File: config.mk
export PLATFORM = sky130hd
export DESIGN_NAME = serial_adder
export DESIGN_NICKNAME = d
export VERILOG_FILES = /design/src/rtl/serial_adder_pkg.sv /design/src/rtl/serial_adder_fa.sv /design/src/rtl/serial_adder.sv
export SDC_FILE = /design/constraint.sdc
export NUM_CORES = 1
export LEC_CHECK = 0
export CORE_MARGIN = 1
export CORE_UTILIZATION = 28
export CTS_BUF_LIST = sky130_fd_sc_hd__clkbuf_16
export DETAILED_ROUTE_END_ITERATION = 10
export PLACE_DENSITY_LB_ADDON = 0.3
export SLEW_MARGIN = 20
export SYNTH_ARGS = -nofsm -noshare
export SYNTH_HDL_FRONTEND = slang
export SYNTH_SLANG_ARGS = --single-unit
export TNS_END_PERCENT = 10
File: constraint.sdc
create_clock -name clk -period 3.91 [get_ports clk]
set_input_delay 0.391 -clock clk [delete_from_list [all_inputs] [get_ports clk]]
set_output_delay 0.391 -clock clk [all_outputs]
set_load 0.05 [all_outputs]
File: src/rtl/serial_adder_pkg.sv
// Shared types for the bit-serial adder: FSM encoding and counter sizing.
package serial_adder_pkg;

   typedef enum logic [1:0] {
      ST_IDLE  = 2'd0,
      ST_SHIFT = 2'd1,
      ST_DONE  = 2'd2
   } state_e;

   localparam int DEF_WIDTH = 8;

   function automatic int cnt_width(input int width);
      return $clog2(width);
   endfunction

   localparam int CNT_W = cnt_width(DEF_WIDTH);

endpackage

File: src/rtl/serial_adder_fa.sv
// Single-bit full adder cell; purely combinational, zero latency, no flow control.
module serial_adder_fa (
   input  logic a,
   input  logic b,
   input  logic ci,
   output logic s,
   output logic co
);

   assign s  = a ^ b ^ ci;
   assign co = (a & b) | (ci & (a ^ b));

endmodule

File: src/rtl/serial_adder.sv
// Bit-serial add/subtract around one FA cell, LSB first; result valid WIDTH cycles after accept.
// Result is held in DONE until out_ready; no new operands are taken until the result is consumed.
module serial_adder
   import serial_adder_pkg::*;
#(
   parameter int WIDTH = 8
) (
   input  logic             clk,
   input  logic             rst_n,
   input  logic             in_valid,
   output logic             in_ready,
   input  logic [WIDTH-1:0] a,
   input  logic [WIDTH-1:0] b,
   input  logic             cin,
   input  logic             sub,
   output logic             out_valid,
   input  logic             out_ready,
   output logic [WIDTH-1:0] sum,
   output logic             cout,
   output logic             ovf
);

   localparam int CW = cnt_width(WIDTH);
   localparam logic [CW-1:0] LAST_BIT = CW'(WIDTH - 1);

   state_e           state_q, state_d;
   logic [WIDTH-1:0] a_sh_q, a_sh_d;
   logic [WIDTH-1:0] b_sh_q, b_sh_d;
   logic [WIDTH-1:0] res_sh_q, res_sh_d;
   logic             c_q, c_d;
   logic [CW-1:0]    cnt_q, cnt_d;
   logic             in_ready_q, in_ready_d;
   logic             out_valid_q, out_valid_d;
   logic [WIDTH-1:0] sum_q, sum_d;
   logic             cout_q, cout_d;
   logic             ovf_q, ovf_d;

   logic fa_s;
   logic fa_c;

   serial_adder_fa u_fa (
      .a  (a_sh_q[0]),
      .b  (b_sh_q[0]),
      .ci (c_q),
      .s  (fa_s),
      .co (fa_c)
   );

   always_comb begin
      state_d     = state_q;
      a_sh_d      = a_sh_q;
      b_sh_d      = b_sh_q;
      res_sh_d    = res_sh_q;
      c_d         = c_q;
      cnt_d       = cnt_q;
      in_ready_d  = in_ready_q;
      out_valid_d = out_valid_q;
      sum_d       = sum_q;
      cout_d      = cout_q;
      ovf_d       = ovf_q;

      case (state_q)
         ST_IDLE: begin
            in_ready_d = 1'b1;
            if (in_valid) begin
               // Subtraction is a + ~b + 1, so the inversion and the +1 happen at load.
               a_sh_d     = a;
               b_sh_d     = sub ? ~b : b;
               c_d        = sub ? 1'b1 : cin;
               cnt_d      = '0;
               res_sh_d   = '0;
               in_ready_d = 1'b0;
               state_d    = ST_SHIFT;
            end
         end
         ST_SHIFT: begin
            res_sh_d = {fa_s, res_sh_q[WIDTH-1:1]};
            a_sh_d   = a_sh_q >> 1;
            b_sh_d   = b_sh_q >> 1;
            c_d      = fa_c;
            cnt_d    = cnt_q + 1'b1;
            if (cnt_q == LAST_BIT) begin
               // c_q is the carry into the MSB, fa_c the carry out of it.
               sum_d       = res_sh_d;
               cout_d      = fa_c;
               ovf_d       = c_q ^ fa_c;
               out_valid_d = 1'b1;
               state_d     = ST_DONE;
            end
         end
         ST_DONE: begin
            if (out_ready) begin
               out_valid_d = 1'b0;
               in_ready_d  = 1'b1;
               state_d     = ST_IDLE;
            end
         end
         default: begin
            out_valid_d = 1'b0;
            in_ready_d  = 1'b1;
            state_d     = ST_IDLE;
         end
      endcase
   end

   always_ff @(posedge clk or negedge rst_n) begin
      if (!rst_n) begin
         state_q     <= ST_IDLE;
         a_sh_q      <= '0;
         b_sh_q      <= '0;
         res_sh_q    <= '0;
         c_q         <= 1'b0;
         cnt_q       <= '0;
         in_ready_q  <= 1'b1;
         out_valid_q <= 1'b0;
         sum_q       <= '0;
         cout_q      <= 1'b0;
         ovf_q       <= 1'b0;
      end else begin
         state_q     <= state_d;
         a_sh_q      <= a_sh_d;
         b_sh_q      <= b_sh_d;
         res_sh_q    <= res_sh_d;
         c_q         <= c_d;
         cnt_q       <= cnt_d;
         in_ready_q  <= in_ready_d;
         out_valid_q <= out_valid_d;
         sum_q       <= sum_d;
         cout_q      <= cout_d;
         ovf_q       <= ovf_d;
      end
   end

   assign in_ready  = in_ready_q;
   assign out_valid = out_valid_q;
   assign sum       = sum_q;
   assign cout      = cout_q;
   assign ovf       = ovf_q;

endmodule

# After elaboration in Yosys (flattened, before gate mapping)
# Index checks and enable logic that the tools add are counted.
[word_totals]
register_bits = 42
latchBits = 0
mem_bits_rw = 0
rom_bits = 0
elab_cells = 56
mem_count = 0
[op_classes]
n_addsub = 1
mul = 0
n_div = 0
order_cmp = 0
eq_ne = 6
shift = 0
mux = 22
bitwise_logic = 9
reduce_logical = 7
[ops]
columns = ["cell", "count"]
rows = [
  ["$pmux W8 S2", 3],
  ["$mux W8", 4],
  ["$not A8 Y8", 1],
  ["$mux W1", 6],
  ["$mux W2", 3],
  ["$ne A2 B2 Y1 const B", 3],
  ["$pmux W1 S3", 2],
  ["$pmux W2 S3", 1],
  ["$pmux W3 S2", 1],
  ["$reduce_and A2 Y1", 3],
  ["$reduce_and A3 Y1", 2],
  ["$add A3 B1 Y3 const B", 1],
  ["$eq A3 B3 Y1 const B", 1],
  ["$mux W3", 1],
  ["$xor A1 B1 Y1", 3],
  ["$and A1 B1 Y1", 2],
  ["$eq A2 B1 Y1 const B", 1],
  ["$eq A2 B2 Y1 const B", 1],
  ["$logic_not A2 Y1", 1],
  ["$not A1 Y1", 2],
  ["$pmux W1 S2", 1],
  ["$reduce_bool A2 Y1", 1],
  ["$or A1 B1 Y1", 1],
]

# Logic depth before layout (Yosys ltp)
# Gate-level depths: netlist (run 1).
[depth]
depth_word = 4
depth_mapped = 6

# Hierarchy
# A second synthesis (run 1) with hierarchy kept.
[hier_totals]
hier_cells = 156
area_unflattened_um2 = 1815.5
[by_module_without_submodules]
columns = ["mod", "n_inst", "cells_per_inst", "area_per_inst_um2", "seq_area_each_um2"]
rows = [
  ["serial_adder", 1, 155, 1795.5, 1027.2],
  ["serial_adder_fa", 1, 1, 20.0, 0.0],
]

# Least setup slack after synthesis (run 1)
# Ideal clock, no wire load.
[synth_timing]
kind = "register to register"
start = "register cnt_q[0]"
end = "register cout_q (netlist: cout)"
setup_time_ps = 125
t_arrival_ps = 1415
required_time_ps = 3785
setup_slack_ps = 2370
path_stages_with_launch = 6
synth_period_minus_slack_ps = 1540
cell_sequence = "dfrtp_1 > ha_1 > ha_1 > nand3b_1 > buf_2 > mux2_2"
[synth_via]
elab_chain_len = 2
[synth_rtl]
columns = ["element", "line_no", "source"]
rows = [
  ["start: declaration", "serial_adder.sv:31", "logic [CW-1:0] cnt_q, cnt_d;"],
  ["start signal: assignment", "serial_adder.sv:125", "cnt_q <= cnt_d;"],
  ["$eq A3 B3 Y1", "serial_adder.sv:82", "if (cnt_q == LAST_BIT) begin"],
  ["$reduce_and A2 Y1 (no source line)", "--", ""],
  ["end signal: assignment", "serial_adder.sv:129", "cout_q <= cout_d;"],
  ["end: declaration", "serial_adder.sv:35", "logic cout_q, cout_d;"],
]
# Every way passes these cells.
# A chain may end at the register's enable or synchronous reset.

# Worst setup path in the final report (run 1)
[layout_timing]
start = "register in_ready_q (netlist: in_ready)"
end = "output in_ready"
[layout_rtl]
columns = ["element", "line_no", "source"]
rows = [
  ["start: declaration", "serial_adder.sv:32", "logic in_ready_q, in_ready_d;"],
  ["start signal: assignment", "serial_adder.sv:126", "in_ready_q <= in_ready_d;"],
  ["end: declaration", "serial_adder.sv:11", "output logic in_ready,"],
]
# No word-level cell between the ends.

==> reports/qor.tcl, run 1 <==
set qor(antenna_found_initial) 0
set qor(finalCritPeriodShare) 0.513
set qor(cts_tree) {built}
set qor(count_of_flip_flops_with_a_built_in_enable_after_synthesis) 0
set qor(die_area_sq_um) 6820
set qor(synth.mux.area_fraction) 0.0619
set qor(layout.nets) 212
set qor(cts-hold-fix-buffers) 0
set qor(synth_async_sr_flop_share) 1.00
set qor(timing.critical_path.cells) {clkdlybuf4s50_1}
set qor(io_buffers) 33
set qor(synth.cells.most_frequent) {sky130_fd_sc_hd__dfrtp_1, sky130_fd_sc_hd__nand2_1, sky130_fd_sc_hd__o21ai_0}
set qor(share_of_synthesized_cell_area_in_full_adder_half_adder_and_majority_cells) 0.0248
set qor(drc) 0
set qor(syn_inst) 157
set qor(cts_buffers) 5
set qor(finalWorstSetupSlack_ns) 1.90
set qor(ios) 34
set qor(synth_top_area_cell) {sky130_fd_sc_hd__dfrtp_1}
set qor(synth.net_count) 182
set qor(yosysMostFrequentCell) {sky130_fd_sc_hd__dfrtp_1}
set qor(grt_first_pass_wirelength_microns) 6410
set qor(synth_top_cells_by_area) {sky130_fd_sc_hd__dfrtp_1, sky130_fd_sc_hd__mux2_2, sky130_fd_sc_hd__a22oi_1, sky130_fd_sc_hd__a22o_1, sky130_fd_sc_hd__o21ai_0}
set qor(max_slew.worst_pin.slew_ns) 0.905
set qor(dr.first_iter.drc_count) 51
set qor(cts_num_sinks) 41
set qor(first_pass_iters) 5
set qor(path_max_fanout) 3
set qor(netlist_area_sq_um) 1820
set qor(p_leak_nw) 0.997
set qor(cp_data_arrival_time_ns) 1.62
set qor(overflow) 0
set qor(clk_root_buffer_cell) {sky130_fd_sc_hd__clkbuf_16}
set qor(cpPeakStageDelay_ns) 0.80
set qor(crit_slowest_cell) {sky130_fd_sc_hd__clkdlybuf4s50_1}
set qor(maxSlewHeadroom) 0.397
set qor(synth_compound_gate_area_share) 0.196
set qor(initial_utilization) 0.298
set qor(critical-path-top-delay-family) {buffers and inverters}
set qor(synth_top_area_frac) 0.551
set qor(grt_setup_unrepaired) {false}
set qor(num_vias) 1303
set qor(synthSimpleGateAreaFrac) 0.0702
set qor(path_buf_inv) 1
set qor(core_sq_um) 6100
set qor(run_status) {finished, final reports clean}
set qor(yosys_most_used_dff) {sky130_fd_sc_hd__dfrtp_1}
set qor(worstPathRequired_ns) 3.52
set qor(pre_cts_worst_setup_slack_ns) 1.87
set qor(place_congestion) 0.737
set qor(synth_cell_types) 29
set qor(final_layout_size_suffix_gt1_frac) 0.106
set qor(startpoint_type) {flip-flop}
set qor(synth.avg_cell_area_sq_um) 11.6
set qor(final.min_clock_period_ns) 2.01
set qor(cts_htree_levels) 2
set qor(mean_number_of_vias_per_cell) 4.95
set qor(synth-xor-area-share) 0.0434
set qor(detail_route.wl_per_cell_microns) 14.0
set qor(placementRows) 28
set qor(kind_of_capture_point_of_the_worst_setup_path) {output port}
set qor(synth_top_family_by_area) {compound AO/OA/AOI/OAI gates}
set qor(path_class) {reg -> out}
set qor(clock_latency_ns) 0.28
set qor(yosysWarnings) 0
set qor(wl_microns) 3680
set qor(max_clock_freq_ghz) 0.498
set qor(first_global_vias) 1323
set qor(layout-area-overhead-vs-synth_pct) 28.5
set qor(clkSlewWorstSetupHoldPaths_ns) 0.05
set qor(tns_ns) 0
set qor(drtAntennaViolNets) 0
set qor(timing_hold_violations_final) 0
set qor(power_per_cell_area_nw_per_um2) 777
set qor(regToRegStartpoint) {state_q[1]}
set qor(setup.worst_path.start) {in_ready}
set qor(post-dp-hpwl_microns) 2460
set qor(cap_viol_max_count) 0
set qor(slew_viol_final) 0
set qor(gr-usage-all-layers) 0.127
set qor(die-height_microns) 82.6
set qor(ys_seq_area_frac) 0.565
set qor(postSynthRegisterBits) 41
set qor(grt_max_degree) 42
set qor(clock_tree.buffer_depth) 2
set qor(max-vdd-ir-drop_v) 0.000349
set qor(clock-skew-final_ns) 0.00415
set qor(n_antenna_cell) 0
set qor(cts_resized) 0
set qor(hold_crit_class) {in -> async}
set qor(setup-violations-final) 0
set qor(cts.repair_timing.setup_buffer_count) 0
set qor(chipWidth_microns) 82.6
-- metal layers --
metal,GRT usage,up-vias,part of all wire
li1,-,625,-
met1,0.162,637,0.48
met2,0.204,33,0.46
met3,0.0319,8,0.038
met4,0.0517,0,0.017
met5,0,-,0
-- cells in the final DEF, fill, tap and decap left out, drive strengths merged, types with 5 or more instances in the layout --
master / instances
inv: 6
clkbuf: 5
a22oi: 13
o21ai: 15
xnor2: 8
mux2: 10
nand2: 16
dfrtp: 40
clkdlybuf4s50: 32
a22o: 9
nor2: 5
-- through the flow --
stage | cells | util | power (mW) | hold WS, ns | area, sq um
2_1_floorplan | 157 | - | 1.23 | 0.0954 | 1820
3_3_place_gp | 255 | 0.360 | 1.43 | 0.466 | 2200
3_5_place_dp | 255 | 0.360 | 1.45 | 0.472 | 2200
4_1_cts | 263 | 0.383 | 1.83 | 0.286 | 2330
5_1_grt | 263 | 0.383 | 1.95 | 0.329 | 2340
6_report | 263 | 0.383 | 1.82 | 0.241 | 2340
-- where the power goes --
part	switching (mW)	internal, mW	total [mW]
Sequential	0.115	0.596	0.711
Combinational	0.412	0.308	0.720
Clock	0.155	0.229	0.384
-- final cells by class --
| type | instances | area, sq um |
|---|---|---|
| Multi-Input combinational cell | 100 | 723 |
| Tap cell | 75 | 93.8 |
| Fill cell | 609 | 3760 |
| Sequential cell | 41 | 1030 |
| Clock buffer | 5 | 125 |
| Clock inverter | 3 | 11.3 |
| Timing Repair Buffer | 35 | 340 |
| Inverter | 4 | 15.0 |
-- registers in the layout, summed over array words and instances, names as in the netlist --
signal	count
a_sh_q	8
c_q	1
ovf	1
sum	8
out_valid	1
cout	1
cnt_q	3
in_ready	1
b_sh_q	8
state_q	2
res_sh_q	7
-- worst paths after layout --
kind / to / cells after the start / slack (ns)
worst min-delay path: sum[5] / 1 / 0.24
worst min register to register: a_sh_q[5] / 2 / 0.48
max in group asynchronous: state_q[1] / 1 / 3.10
worst max-delay path: in_ready / 1 / 1.90
min in group clk: a_sh_q[5] / 2 / 0.48
worst max register to register: sum[4] / 2 / 2.07
-- kinds of logic (layout without fill, tap and decap cells) --
group                    count (synthesis)  count (layout)
AO/OA/AOI/OAI                           50              50
XOR/XNOR                                 9               9
adder cells (fa/ha/maj)                  3               3
buffers and inverters                   16              47
flip-flops                              41              41
multiplexers                            10              10
AND/OR/NAND/NOR                         28              28
No activity file was read; power rests on OpenSTA's default activity.
==> inputs of run 2 (changes only) <==
- clock period: 3.91 -> 1.8 ns (I/O delays scaled with it)
==> reports/qor.tcl, run 2 (synthesis gave the netlist of run 1 again) <==
set qor(cts_resized) 0 ;# unchanged
set qor(gr-usage-all-layers) 0.129 ;# was 0.127
set qor(p_leak_nw) 1.06 ;# was 0.997 nW
set qor(cp_data_arrival_time_ns) 1.44 ;# was 1.62 ns
set qor(drc) 0 ;# unchanged
set qor(post-dp-hpwl_microns) 2740 ;# was 2460 microns
set qor(mostFrequentLayoutCell) {sky130_fd_sc_hd__dfrtp_1} ;# unchanged
set qor(timing.critical_path.cells) {clkdlybuf4s50_1} ;# unchanged
set qor(n_antenna_cell) 0 ;# unchanged
set qor(grt_max_degree) 23 ;# was 42
set qor(clock_tree.buffer_depth) 2 ;# unchanged
set qor(antenna_found_initial) 0 ;# unchanged
set qor(finalCritPeriodShare) 0.903
set qor(dr.first_iter.drc_count) 47 ;# was 51
set qor(path_buf_inv) 1 ;# unchanged
set qor(first_global_vias) 1315 ;# was 1323
set qor(detail_route.wl_per_cell_microns) 14.0 ;# about the same
set qor(path_max_fanout) 3 ;# unchanged
set qor(wl_microns) 3810 ;# was 3680 microns
set qor(kind_of_capture_point_of_the_worst_setup_path) {output port} ;# unchanged
set qor(power_per_cell_area_nw_per_um2) 1640 ;# was 777 nW/um^2
set qor(ios) 34 ;# unchanged
set qor(chipWidth_microns) 82.6 ;# unchanged
set qor(placementRows) 28 ;# unchanged
set qor(overflow) 0 ;# unchanged
set qor(max_clock_freq_ghz) 0.615
set qor(slew_viol_final) 0 ;# unchanged
set qor(critical-path-top-delay-family) {buffers and inverters} ;# unchanged
set qor(clk_root_buffer_cell) {sky130_fd_sc_hd__clkbuf_16} ;# unchanged
set qor(drtAntennaViolNets) 0 ;# unchanged
set qor(max-vdd-ir-drop_v) 0.000775 ;# was 0.000349 V
set qor(clock-skew-final_ns) 0.00541 ;# was 0.00415 ns
set qor(core_sq_um) 6100 ;# unchanged
set qor(startpoint_type) {flip-flop} ;# unchanged
set qor(cap_viol_max_count) 0 ;# unchanged
set qor(grt_first_pass_wirelength_microns) 6480 ;# was 6410 microns
set qor(timing_hold_violations_final) 0 ;# unchanged
set qor(layout.nets) 223 ;# was 212
set qor(grt_setup_unrepaired) {false} ;# unchanged
set qor(cts_tree) {built} ;# unchanged
set qor(mean_number_of_vias_per_cell) 4.89 ;# was 4.95
set qor(initial_utilization) 0.298 ;# unchanged
set qor(cpPeakStageDelay_ns) 0.81 ;# was 0.80 ns
set qor(final.min_clock_period_ns) 1.62
set qor(crit_slowest_cell) {sky130_fd_sc_hd__clkdlybuf4s50_1} ;# unchanged
set qor(clkSlewWorstSetupHoldPaths_ns) 0.05 ;# about the same
set qor(worstPathRequired_ns) 1.62 ;# was 3.52 ns
set qor(utilization) 0.400 ;# was 0.383
set qor(first_pass_iters) 4 ;# was 5
set qor(max_slew.worst_pin.slew_ns) 0.699 ;# was 0.905 ns
set qor(path_class) {reg -> out} ;# unchanged
set qor(die_area_sq_um) 6820 ;# unchanged
set qor(num_vias) 1334 ;# was 1303
set qor(final_layout_size_suffix_gt1_frac) 0.152 ;# was 0.106
set qor(run_status) {finished, final reports clean} ;# unchanged
set qor(setup-violations-final) 0 ;# unchanged
set qor(io_buffers) 33 ;# unchanged
set qor(cts_num_sinks) 41 ;# unchanged
set qor(final_cell_mix) {sky130_fd_sc_hd__dfrtp_1, sky130_fd_sc_hd__clkdlybuf4s50_1, sky130_fd_sc_hd__nand2_1} ;# unchanged
set qor(cts_htree_levels) 2 ;# unchanged
set qor(maxSlewHeadroom) 0.533 ;# was 0.397
set qor(hold_crit_class) {in -> async} ;# unchanged
set qor(tns_ns) 0 ;# unchanged
set qor(die-height_microns) 82.6 ;# unchanged
set qor(clock_latency_ns) 0.28 ;# about the same
set qor(cts_buffers) 5 ;# unchanged
set qor(place_congestion) 0.691 ;# was 0.737
set qor(layout-area-overhead-vs-synth_pct) 34.1 ;# was 28.5%
-- run 2: area by class of cell --
| cell class | instances | area, sq um |
|---|---|---|
| Clock buffer | 5 | 125 |
| Clock inverter | 2 | 7.51 |
| Fill cell | 607 | 3660 |
| Inverter | 4 | 15.0 |
| Multi-Input combinational cell | 100 | 721 |
| Sequential cell | 41 | 1030 |
| Tap cell | 75 | 93.8 |
| Timing Repair Buffer | 46 | 448 |
-- run 2: layer usage --
| metal | GRT usage | wire [microns] |
|---|---|---|
| met1 | 0.172 | 1850 |
| met2 | 0.202 | 1740 |
| met3 | 0.0440 | 196 |
| met4 | 0.0310 | 31 |
| met5 | 0 | 0 |
-- run 2: per-stage QoR --
step | cell area [sq um] | std cells | setup slack (ns) | power, mW | hold slack [ns]
2_1_floorplan | 1820 | 157 | 0.260 | 2.66 | -0.116
3_3_place_gp | 2290 | 265 | 0.224 | 3.20 | 0.195
3_5_place_dp | 2290 | 265 | 0.221 | 3.24 | 0.200
4_1_cts | 2440 | 273 | 0.158 | 4.06 | 0.441
5_1_grt | 2440 | 273 | 0.122 | 4.29 | 0.485
6_report | 2440 | 273 | 0.175 | 4.01 | 0.419
-- run 2: worst paths after layout --
path | start | endpoint | slack (ns) | depth (start not counted)
max in group asynchronous | rst_n | res_sh_q[6] | 0.89 | 3
max | out_valid | out_valid | 0.18 | 1
min | rst_n | sum[5] | 0.42 | 2
min reg2reg | a_sh_q[2] | a_sh_q[2] | 0.48 | 2
max reg2reg | cnt_q[0] | sum[1] | 0.24 | 5
min in group clk | a_sh_q[2] | a_sh_q[2] | 0.48 | 2
-- run 2: timing repair --
action | 4_1_cts | 5_1_grt
hold endpoints to repair | 20 | 0
hold buffers | 1 | 0
buffers inserted | 0 | 0
-- run 2: where the power goes --
part	internal, mW	switching, mW	total, mW
Combinational	0.734	0.941	1.68
Clock	0.495	0.314	0.809
Sequential	1.30	0.228	1.52
Total	2.52	1.48	4.01
